$ cat src/rtl/mesh_driver_pkg.sv
// Shared types for the mesh burst driver: op encoding, FSM states and the
// packet payload carried on the valid/ready link.
package mesh_driver_pkg;

    localparam int unsigned X_CORD_W = 2;
    localparam int unsigned Y_CORD_W = 2;
    localparam int unsigned DATA_W   = 32;
    localparam int unsigned ADDR_W   = 10;
    localparam int unsigned LEN_W    = 8;
    localparam int unsigned MAX_OUT  = 4;

    localparam logic OP_STORE = 1'b0;
    localparam logic OP_LOAD  = 1'b1;

    typedef enum logic [1:0] {
        ST_IDLE  = 2'd0,
        ST_ISSUE = 2'd1,
        ST_DRAIN = 2'd2,
        ST_DONE  = 2'd3
    } state_e;

    typedef struct packed {
        logic                op;
        logic [ADDR_W-1:0]   addr;
        logic [DATA_W-1:0]   data;
        logic [X_CORD_W-1:0] dest_x;
        logic [Y_CORD_W-1:0] dest_y;
        logic [X_CORD_W-1:0] src_x;
        logic [Y_CORD_W-1:0] src_y;
    } pkt_s;

endpackage

$ cat src/rtl/mesh_burst_driver_credit.sv
// Outstanding-request counter: saturating up/down with look-ahead flags so the
// driver can register decisions on the post-update value.
module mesh_credit_counter #(
    parameter int unsigned max_p = 4
) (
    input  logic clk,
    input  logic rst_n,
    input  logic inc,
    input  logic dec,
    output logic at_limit_c,
    output logic zero_c,
    output logic underflow_c
);

    localparam int unsigned CNT_W = $clog2(max_p + 1);

    logic [CNT_W-1:0] count_q;
    logic [CNT_W-1:0] count_n;

    // Simultaneous inc and dec cancel; a dec at zero without inc is an underflow.
    always_comb begin
        count_n     = count_q;
        underflow_c = 1'b0;
        if (inc && !dec) begin
            if (count_q != CNT_W'(max_p)) begin
                count_n = count_q + CNT_W'(1);
            end
        end else if (dec && !inc) begin
            if (count_q == '0) begin
                underflow_c = 1'b1;
            end else begin
                count_n = count_q - CNT_W'(1);
            end
        end
    end

    assign at_limit_c = (count_n == CNT_W'(max_p));
    assign zero_c     = (count_n == '0);

    always_ff @(posedge clk or negedge rst_n) begin
        if (!rst_n) begin
            count_q <= '0;
        end else begin
            count_q <= count_n;
        end
    end

endmodule

$ cat src/rtl/mesh_burst_driver.sv
// Host-side burst driver: expands one command into per-word store/load packets,
// limits outstanding requests, returns load data and pulses finish when drained.
module mesh_burst_driver
    import mesh_driver_pkg::*;
#(
    parameter int unsigned x_cord_width_p = X_CORD_W,
    parameter int unsigned y_cord_width_p = Y_CORD_W,
    parameter int unsigned data_width_p   = DATA_W,
    parameter int unsigned addr_width_p   = ADDR_W,
    parameter int unsigned len_width_p    = LEN_W,
    parameter int unsigned max_out_p      = MAX_OUT
) (
    input  logic                      clk_i,
    input  logic                      reset_n_i,
    input  logic [x_cord_width_p-1:0] my_x_i,
    input  logic [y_cord_width_p-1:0] my_y_i,
    input  logic                      cmd_v_i,
    output logic                      cmd_ready_o,
    input  logic                      cmd_op_i,
    input  logic [addr_width_p-1:0]   cmd_addr_i,
    input  logic [len_width_p-1:0]    cmd_len_i,
    input  logic [data_width_p-1:0]   cmd_data_i,
    input  logic [x_cord_width_p-1:0] cmd_dest_x_i,
    input  logic [y_cord_width_p-1:0] cmd_dest_y_i,
    output logic                      pkt_v_o,
    input  logic                      pkt_ready_i,
    output logic                      pkt_op_o,
    output logic [addr_width_p-1:0]   pkt_addr_o,
    output logic [data_width_p-1:0]   pkt_data_o,
    output logic [x_cord_width_p-1:0] pkt_dest_x_o,
    output logic [y_cord_width_p-1:0] pkt_dest_y_o,
    output logic [x_cord_width_p-1:0] pkt_src_x_o,
    output logic [y_cord_width_p-1:0] pkt_src_y_o,
    input  logic                      resp_v_i,
    input  logic [data_width_p-1:0]   resp_data_i,
    output logic                      rdata_v_o,
    output logic [data_width_p-1:0]   rdata_o,
    output logic                      busy_o,
    output logic                      finish_o,
    output logic                      error_o
);

    localparam int unsigned IDX_W = len_width_p;

    state_e                  state_q;
    state_e                  state_n;
    pkt_s                    pkt_q;
    logic [IDX_W-1:0]        len_q;
    logic [IDX_W-1:0]        idx_q;
    logic                    cmd_ready_q;
    logic                    pkt_v_q;
    logic                    busy_q;
    logic                    finish_q;
    logic                    rdata_v_q;
    logic [data_width_p-1:0] rdata_q;
    logic                    error_q;

    logic accept;
    logic hs;
    logic last;
    logic at_limit_c;
    logic zero_c;
    logic underflow_c;

    assign accept = cmd_v_i && cmd_ready_q;
    assign hs     = pkt_v_q && pkt_ready_i;
    assign last   = (idx_q == (len_q - IDX_W'(1)));

    mesh_credit_counter #(
        .max_p (max_out_p)
    ) u_credit (
        .clk         (clk_i),
        .rst_n       (reset_n_i),
        .inc         (hs),
        .dec         (resp_v_i),
        .at_limit_c  (at_limit_c),
        .zero_c      (zero_c),
        .underflow_c (underflow_c)
    );

    // Next-state logic
    always_comb begin
        state_n = state_q;
        unique case (state_q)
            ST_IDLE: begin
                if (accept) begin
                    state_n = (cmd_len_i == '0) ? ST_DONE : ST_ISSUE;
                end
            end
            ST_ISSUE: begin
                if (hs && last) begin
                    state_n = ST_DRAIN;
                end
            end
            ST_DRAIN: begin
                if (zero_c) begin
                    state_n = ST_DONE;
                end
            end
            ST_DONE: state_n = ST_IDLE;
            default: state_n = ST_IDLE;
        endcase
    end

    // State, packet payload and registered outputs; decisions use next-state and
    // look-ahead credit so outputs line up with the state they describe.
    always_ff @(posedge clk_i or negedge reset_n_i) begin
        if (!reset_n_i) begin
            state_q     <= ST_IDLE;
            pkt_q       <= '0;
            len_q       <= '0;
            idx_q       <= '0;
            cmd_ready_q <= 1'b0;
            pkt_v_q     <= 1'b0;
            busy_q      <= 1'b0;
            finish_q    <= 1'b0;
            rdata_v_q   <= 1'b0;
            rdata_q     <= '0;
            error_q     <= 1'b0;
        end else begin
            state_q     <= state_n;
            cmd_ready_q <= (state_n == ST_IDLE);
            busy_q      <= (state_n != ST_IDLE);
            finish_q    <= (state_q == ST_DONE);
            pkt_v_q     <= (state_n == ST_ISSUE) && !at_limit_c;
            rdata_v_q   <= resp_v_i && (pkt_q.op == OP_LOAD);
            error_q     <= error_q || underflow_c;
            if (resp_v_i) begin
                rdata_q <= resp_data_i;
            end
            if (accept) begin
                len_q        <= cmd_len_i;
                idx_q        <= '0;
                pkt_q.op     <= cmd_op_i;
                pkt_q.addr   <= cmd_addr_i;
                pkt_q.data   <= (cmd_op_i == OP_LOAD) ? '0 : cmd_data_i;
                pkt_q.dest_x <= cmd_dest_x_i;
                pkt_q.dest_y <= cmd_dest_y_i;
                pkt_q.src_x  <= my_x_i;
                pkt_q.src_y  <= my_y_i;
            end else if (hs) begin
                idx_q      <= idx_q + IDX_W'(1);
                pkt_q.addr <= pkt_q.addr + ADDR_W'(1);
                if (pkt_q.op == OP_STORE) begin
                    pkt_q.data <= pkt_q.data + DATA_W'(1);
                end
            end
        end
    end

    assign cmd_ready_o  = cmd_ready_q;
    assign pkt_v_o      = pkt_v_q;
    assign pkt_op_o     = pkt_q.op;
    assign pkt_addr_o   = pkt_q.addr;
    assign pkt_data_o   = pkt_q.data;
    assign pkt_dest_x_o = pkt_q.dest_x;
    assign pkt_dest_y_o = pkt_q.dest_y;
    assign pkt_src_x_o  = pkt_q.src_x;
    assign pkt_src_y_o  = pkt_q.src_y;
    assign rdata_v_o    = rdata_v_q;
    assign rdata_o      = rdata_q;
    assign busy_o       = busy_q;
    assign finish_o     = finish_q;
    assign error_o      = error_q;

endmodule

$ cat config.mk
export PLATFORM = sky130hd
export DESIGN_NAME = mesh_burst_driver
export DESIGN_NICKNAME = d
export VERILOG_FILES = /design/src/rtl/mesh_driver_pkg.sv /design/src/rtl/mesh_burst_driver_credit.sv /design/src/rtl/mesh_burst_driver.sv
export SDC_FILE = /design/constraint.sdc
export NUM_CORES = 1
export LEC_CHECK = 0
export CAP_MARGIN = 20
export CORE_ASPECT_RATIO = 0.6
export CORE_MARGIN = 4
export CORE_UTILIZATION = 35
export CTS_CLUSTER_SIZE = 30
export DETAILED_ROUTE_END_ITERATION = 10
export PLACE_DENSITY = 0.75
export SLEW_MARGIN = 20
export SYNTH_ARGS = -nofsm -noshare
export SYNTH_HDL_FRONTEND = slang
export SYNTH_SLANG_ARGS = --single-unit
$ cat constraint.sdc
create_clock -name clk_i -period 2.3 [get_ports clk_i]
set_clock_uncertainty 0.05 [all_clocks]
set_input_delay 0.23 -clock clk_i [delete_from_list [all_inputs] [get_ports clk_i]]
set_output_delay 0.23 -clock clk_i [all_outputs]
set_load 0.005 [all_outputs]
==> impl_metrics.tcl, run 1 <==
set metrics [dict create \
    wl_per_cell_um 16.6 \
    drive_gt1_frac 0.114 \
    dr.pass1.iters 4 \
    antenna_found_initial 0 \
    io_pins 185 \
    cp_max_fo 7 \
    setup_tns_ns 0 \
    num_antenna_cells 0 \
    hold_viol_final 0 \
    layout_commonest_cell "clkdlybuf4s50_1" \
    max_clock_freq_mhz 465 \
    overflow 0 \
    drt_iter0_drc 372 \
    postSynthNetCount 649 \
    worstMarginPinSlew_ns 0.518 \
    critPathCaptureType "flop" \
    std_cell_rows 35 \
    cts_buffers 9 \
    seqPwrFrac 0.409 \
    clkPwrFrac 0.188 \
    die-area_sq_um 17800 \
    syn_to_final_growth_pct 44.9 \
    cp_data_arrival_time_ns 2.32 \
    final_antenna_net_count 0 \
    required_ns 2.47 \
    cp-start-kind "flop" \
    power.switching_w 0.00282 \
    clkLatencyLatePin_ns 0.34 \
    clock_sinks 110 \
    fillers 1425 \
    vias_per_cell 5.02 \
    yosys.cell_types.count 48 \
    syn_avg_cell_area_sq_um 10.0 \
    detail_route.wirelength_um 15700 \
    p_leak_nw 3.21 \
    gp_congestion 0.779 \
    hold_path.class "in2reg" \
    clk_pin_slew_ns 0.08 \
    vias 4731 \
    combPwrFrac 0.404 \
    syn_inst 546 \
    htree_num_levels 3 \
    ys_ff_latch 110 \
    synth_edf_count 0 \
    die_w_um 170 \
    track_usage 0.176 \
    synthFlopType "dfrtp_1" \
    start_util 0.358 \
    fin_nets 838 \
    cts_tree "built" \
    grt_pass1_vias 4798 \
    cts_buffer_depth 2 \
    min_period_ns 2.15 \
    synth_async_sr_flop_share 1.00 \
    io_buffers 184 \
    core_area_sq_um 15300 \
    finalCritPeriodShare 0.935 \
    peakVddDrop_mv 0.397 \
    place_ws_ns 0.0475 \
    fp.dieH_um 105 \
    grt_first_pass_wirelength_um 25300 \
    ys_seq_area_frac 0.502 \
    power_density_nw_per_um2 1000 \
    hold-worst-slack_ns 0.178 \
    p_int_w 0.00517 \
    drv_cap 0 \
    finalWorstSetupSlack_ns 0.149 \
    status "finished clean" \
    slew_viol_final 0 \
    setup_viol 0 \
    ys_warn_count 0 \
    final_cell_mix "182 x clkdlybuf4s50_1, 110 x dfrtp_1, 86 x nand2_1" \
    critical_path_class "reg2reg" \
    swShare 0.353 \
    netlist_area_sq_um 5480 \
    post_cts_buffers 0 \
    rsz0062_at_grt "false" \
    drc 0 \
    clockRootBuffer "clkbuf_16" \
    max_slew_margin 0.655 \
    dp.final_hpwl_um 11900 \
    grt_max_degree 48 \
]
-- per-stage QoR --
step | instances | utilization | power, W | area (sq um)
finish | 943 | 0.518 | 0.00798 | 7950
global route | 943 | 0.518 | 0.00860 | 7950
CTS | 943 | 0.518 | 0.00808 | 7940
detailed placement | 926 | 0.499 | 0.00652 | 7650
global placement | 926 | 0.499 | 0.00644 | 7650
floorplan | 546 | - | 0.00468 | 5480
-- layer usage --
layer  share of wire  GRT usage  up-vias
li1                -          -     2288
met1            0.47      0.250     2257
met2            0.40      0.249      179
met3            0.12     0.0870        7
met4          0.0040     0.0241        0
met5               0          0        -
-- final timing paths --
check / from / endpoint / slack (ns) / depth (start not counted)
setup / recovery: len_q[1]$_DFFE_PN0P_ / state_q[1]$_DFF_PN0_ / 0.15 / 7
hold / removal: resp_v_i / u_credit.count_q[1]$_DFF_PN0_ / 0.18 / 2
setup reg to reg: len_q[1]$_DFFE_PN0P_ / state_q[1]$_DFF_PN0_ / 0.15 / 7
hold reg to reg: pkt_dest_x_o[1]$_DFFE_PN0P_ / pkt_dest_x_o[1]$_DFFE_PN0P_ / 0.43 / 2
max in group asynchronous: reset_n_i / rdata_o[31]$_DFFE_PN0P_ / 1.22 / 3
min in group asynchronous: reset_n_i / pkt_addr_o[9]$_DFFE_PN0P_ / 0.34 / 2
-- area by class of cell --
class / count / area (sq um) / share of cell area
sequential: 110 / 2750 / 0.346
multi-input combinational: 394 / 2570 / 0.324
timing repair buffer: 207 / 2030 / 0.256
tap: 203 / 254 / 0.0320
clock buffer: 10 / 229 / 0.0288
clock inverter: 6 / 53.8 / 0.00677
inverter: 13 / 48.8 / 0.00614
-- cell usage after synthesis, types with 13 or more instances --
cell type    n  area [sq um]
dfrtp_1    110          2750
nand2_1     86           323
nand3_1     33           165
mux2_2      32           360
o21ai_0     32           160
xnor2_1     29           254
clkbuf_1    26          97.6
xor2_1      26           228
nor2_1      18          67.6
nand4_1     17           106
o21ai_1     16          80.1
a21oi_1     15          75.1
inv_1       13          48.8
-- sequential cells by signal (all words and copies together), names as in the netlist --
register          cells
busy_o                1
cmd_ready_o           1
error_o               1
finish_o              1
idx_q                 8
len_q                 8
pkt_addr_o           10
pkt_data_o           32
pkt_dest_x_o          2
pkt_dest_y_o          2
pkt_op_o              1
pkt_src_x_o           2
pkt_src_y_o           2
pkt_v_o               1
rdata_o              32
rdata_v_o             1
state_q               2
u_credit.count_q      3
-- power by group through the flow --
stage / combinational [W] / sequential (W) / clock (W)
final: 0.00322 / 0.00326 / 0.00150
after floorplan: 0.00152 / 0.00316 / 0
after detailed placement: 0.00324 / 0.00328 / 0
after global placement: 0.00318 / 0.00327 / 0
after global routing: 0.00358 / 0.00338 / 0.00165
after CTS: 0.00326 / 0.00325 / 0.00156
-- cell families after synthesis --
| group | Yosys count | share of synthesized area |
|---|---|---|
| simple gates | 218 | 0.212 |
| flops | 110 | 0.502 |
| compound gates | 81 | 0.0840 |
| xor+xnor | 55 | 0.0879 |
| buf+inv | 42 | 0.0303 |
| mux | 33 | 0.0675 |
| fa+ha+maj | 7 | 0.0160 |
-- critical path, cell delays in order (launching register included) --
cell and delay [ns]:
dfrtp_1 0.47, inv_1 0.09, ha_1 0.29, xnor2_1 0.17, and4b_1 0.18, a41oi_1 0.19
a22oi_1 0.19, a311o_1 0.39
-- timing repair --
action,CTS,global route
resized for setup,0,1
setup endpoints to repair,0,1
hold buffers,1,0
hold endpoints to repair,30,0
No activity file was read; power rests on OpenSTA's default activity.
==> inputs of run 2 (changes only) <==
Settings changed: GPL_ROUTABILITY_DRIVEN from default to 0.
==> results of run 2 <==
Final layout, timing and power as in run 1 (identical DEF).
==> inputs of run 3 (changes only) <==
--- a/config.mk
+++ b/config.mk
@@ -7,2 +7,3 @@
 export LEC_CHECK = 0
+export ABC_CLOCK_PERIOD_IN_PS = 2300
 export CAP_MARGIN = 20
@@ -19 +20,2 @@
 export SYNTH_SLANG_ARGS = --single-unit
+export TNS_END_PERCENT = 100
==> constraint.sdc (replaced) <==
create_clock -name clk_i -period 2.3 [get_ports clk_i]
set_clock_uncertainty 0.05 [all_clocks]
set_input_delay 0.46 -clock clk_i [delete_from_list [all_inputs] [get_ports clk_i]]
set_output_delay 0.46 -clock clk_i [all_outputs]
set_load 0.005 [all_outputs]
==> run 3 against run 2 <==
Die area unchanged. Critical endpoint unchanged. Worst setup slack worse by 0.0075 ns. Utilization increased by 0.49 points. Hold slack worse by 0.15 ns.
==> impl_metrics.tcl, run 3 (synthesized netlist as in run 1, its figures left out) <==
set metrics [dict create \
    seqPwrFrac 0.404 \
    hold_viol_final 0 \
    grt_max_degree 43 \
    power.switching_w 0.00285 \
    p_int_w 0.00523 \
    io_pins 185 \
    worstMarginPinSlew_ns 0.541 \
    clk_pin_slew_ns 0.08 \
    detail_route.wirelength_um 15900 \
    cp_cell_sequence "nor4_1 -> and4b_1 -> a41oi_1 -> a22oi_1 -> a311o_1" \
    cp-start-kind "flop" \
    slowest_delay_ns 0.55 \
    clkPwrFrac 0.187 \
    fin_nets 846 \
    cts_tree "built" \
    critPathCaptureType "flop" \
    vias 4731 \
    cp_max_fo 7 \
    power_density_nw_per_um2 1010 \
    clkLatencyLatePin_ns 0.34 \
    cts_buffer_depth 2 \
    cts_buffers 9 \
    final_antenna_net_count 0 \
    syn_to_final_growth_pct 46.3 \
    antenna_found_initial 0 \
    htree_num_levels 3 \
    utilization 0.523 \
    hold_path.class "in2async" \
    grt_pass1_vias 4705 \
    status "finished clean" \
    max_clock_freq_mhz 463 \
    fillers 1431 \
    drt_iter0_drc 355 \
    core_area_sq_um 15300 \
    postCtsHoldBufs 0 \
    post_cts_buffers 0 \
    max_slew_margin 0.636 \
    slew_viol_final 0 \
    cp_slowest_cell "nor4_1" \
    grt_first_pass_wirelength_um 25500 \
    drv_cap 0 \
    rsz0062_at_grt "false" \
    reg2reg_slack_ns 0.14 \
    wl_per_cell_um 16.7 \
    swShare 0.353 \
    min_period_ns 2.16 \
    io_buffers 184 \
    critPathTopFamily "simple AND/OR/NAND/NOR gates" \
    num_antenna_cells 0 \
    setup_tns_ns 0 \
    peakVddDrop_mv 0.407 \
    dp.final_hpwl_um 12100 \
    finalCritPeriodShare 0.939 \
    track_usage 0.179 \
    final_cell_mix "182 x clkdlybuf4s50_1, 110 x dfrtp_1, 86 x nand2_1" \
    clockRootBuffer "clkbuf_16" \
    setup_viol 0 \
    drive_gt1_frac 0.123 \
    die-area_sq_um 17800 \
    die_w_um 170 \
    cp_data_arrival_time_ns 2.38 \
    critical_path_class "reg2reg" \
    combPwrFrac 0.410 \
    cts_resized 0 \
    start_util 0.358 \
    clock_sinks 110 \
    fp.dieH_um 105 \
    drc 0 \
    std_cell_rows 35 \
    p_leak_nw 3.25 \
    vias_per_cell 4.98 \
    required_ns 2.52 \
    layout_commonest_cell "clkdlybuf4s50_1" \
    overflow 0 \
    crit_buf_inv 0 \
    dr.pass1.iters 4 \
]
## run 3: cell count changes in the layout (fill, tap and decap cells not counted), sizes merged
| cell | change |
|---|---|
| dlygate4sd3 | -1 |
| clkbuf | -1 |
| buf | +9 |
## run 3: area by class of cell
| cell class | count | area, sq um | share of cell area |
|---|---|---|---|
| Clock buffer | 9 | 225 | 0.0281 |
| Clock inverter | 6 | 56.3 | 0.00702 |
| Inverter | 13 | 48.8 | 0.00608 |
| Multi-Input combinational cell | 394 | 2570 | 0.320 |
| Sequential cell | 110 | 2750 | 0.343 |
| Tap cell | 203 | 254 | 0.0317 |
| Timing Repair Buffer | 215 | 2120 | 0.264 |
## run 3: final timing paths
kind	from	to	cells past startpoint
worst min-delay path	reset_n_i	pkt_data_o[24]$_DFFE_PN0P_	1
worst min register to register	error_o$_DFF_PN0_	error_o$_DFF_PN0_	1
min in group clk_i	error_o$_DFF_PN0_	error_o$_DFF_PN0_	1
worst max-delay path	len_q[2]$_DFFE_PN0P_	state_q[1]$_DFF_PN0_	5
max in group asynchronous	reset_n_i	pkt_data_o[2]$_DFFE_PN0P_	2
worst max register to register	len_q[2]$_DFFE_PN0P_	state_q[1]$_DFF_PN0_	5
## run 3: power by group through the flow
stage | Sequential [W] | Combinational [W] | Clock, W
finish | 0.00326 | 0.00331 | 0.00151
global route | 0.00338 | 0.00367 | 0.00166
CTS | 0.00326 | 0.00336 | 0.00156
detailed placement | 0.00329 | 0.00335 | 0
global placement | 0.00326 | 0.00328 | 0
floorplan | 0.00316 | 0.00152 | 0
## run 3: stage by stage
| step | hold WS [ns] | setup WS (ns) | total power, W | cell area [sq um] | cells |
|---|---|---|---|---|---|
| 3_3_place_gp | 0.398 | -0.153 | 0.00655 | 7740 | 935 |
| 3_5_place_dp | 0.397 | -0.165 | 0.00663 | 7740 | 935 |
| 5_1_grt | 0.0507 | 0.0199 | 0.00871 | 8020 | 950 |
| 6_report | 0.0263 | 0.141 | 0.00809 | 8020 | 950 |
| 2_1_floorplan | 0.114 | 0.230 | 0.00468 | 5480 | 546 |
| 4_1_cts | 0.0380 | 0.172 | 0.00818 | 8020 | 950 |
## run 3: per-layer routing
| metal | GRT usage | routed length (um) | vias up | share of wire |
|---|---|---|---|---|
| met5 | 0 | 0 | - | 0 |
| met2 | 0.246 | 6390 | 158 | 0.40 |
| met3 | 0.0873 | 1810 | 13 | 0.11 |
| li1 | - | - | 2291 | - |
| met1 | 0.258 | 7550 | 2269 | 0.48 |
| met4 | 0.0258 | 119 | 0 | 0.0075 |
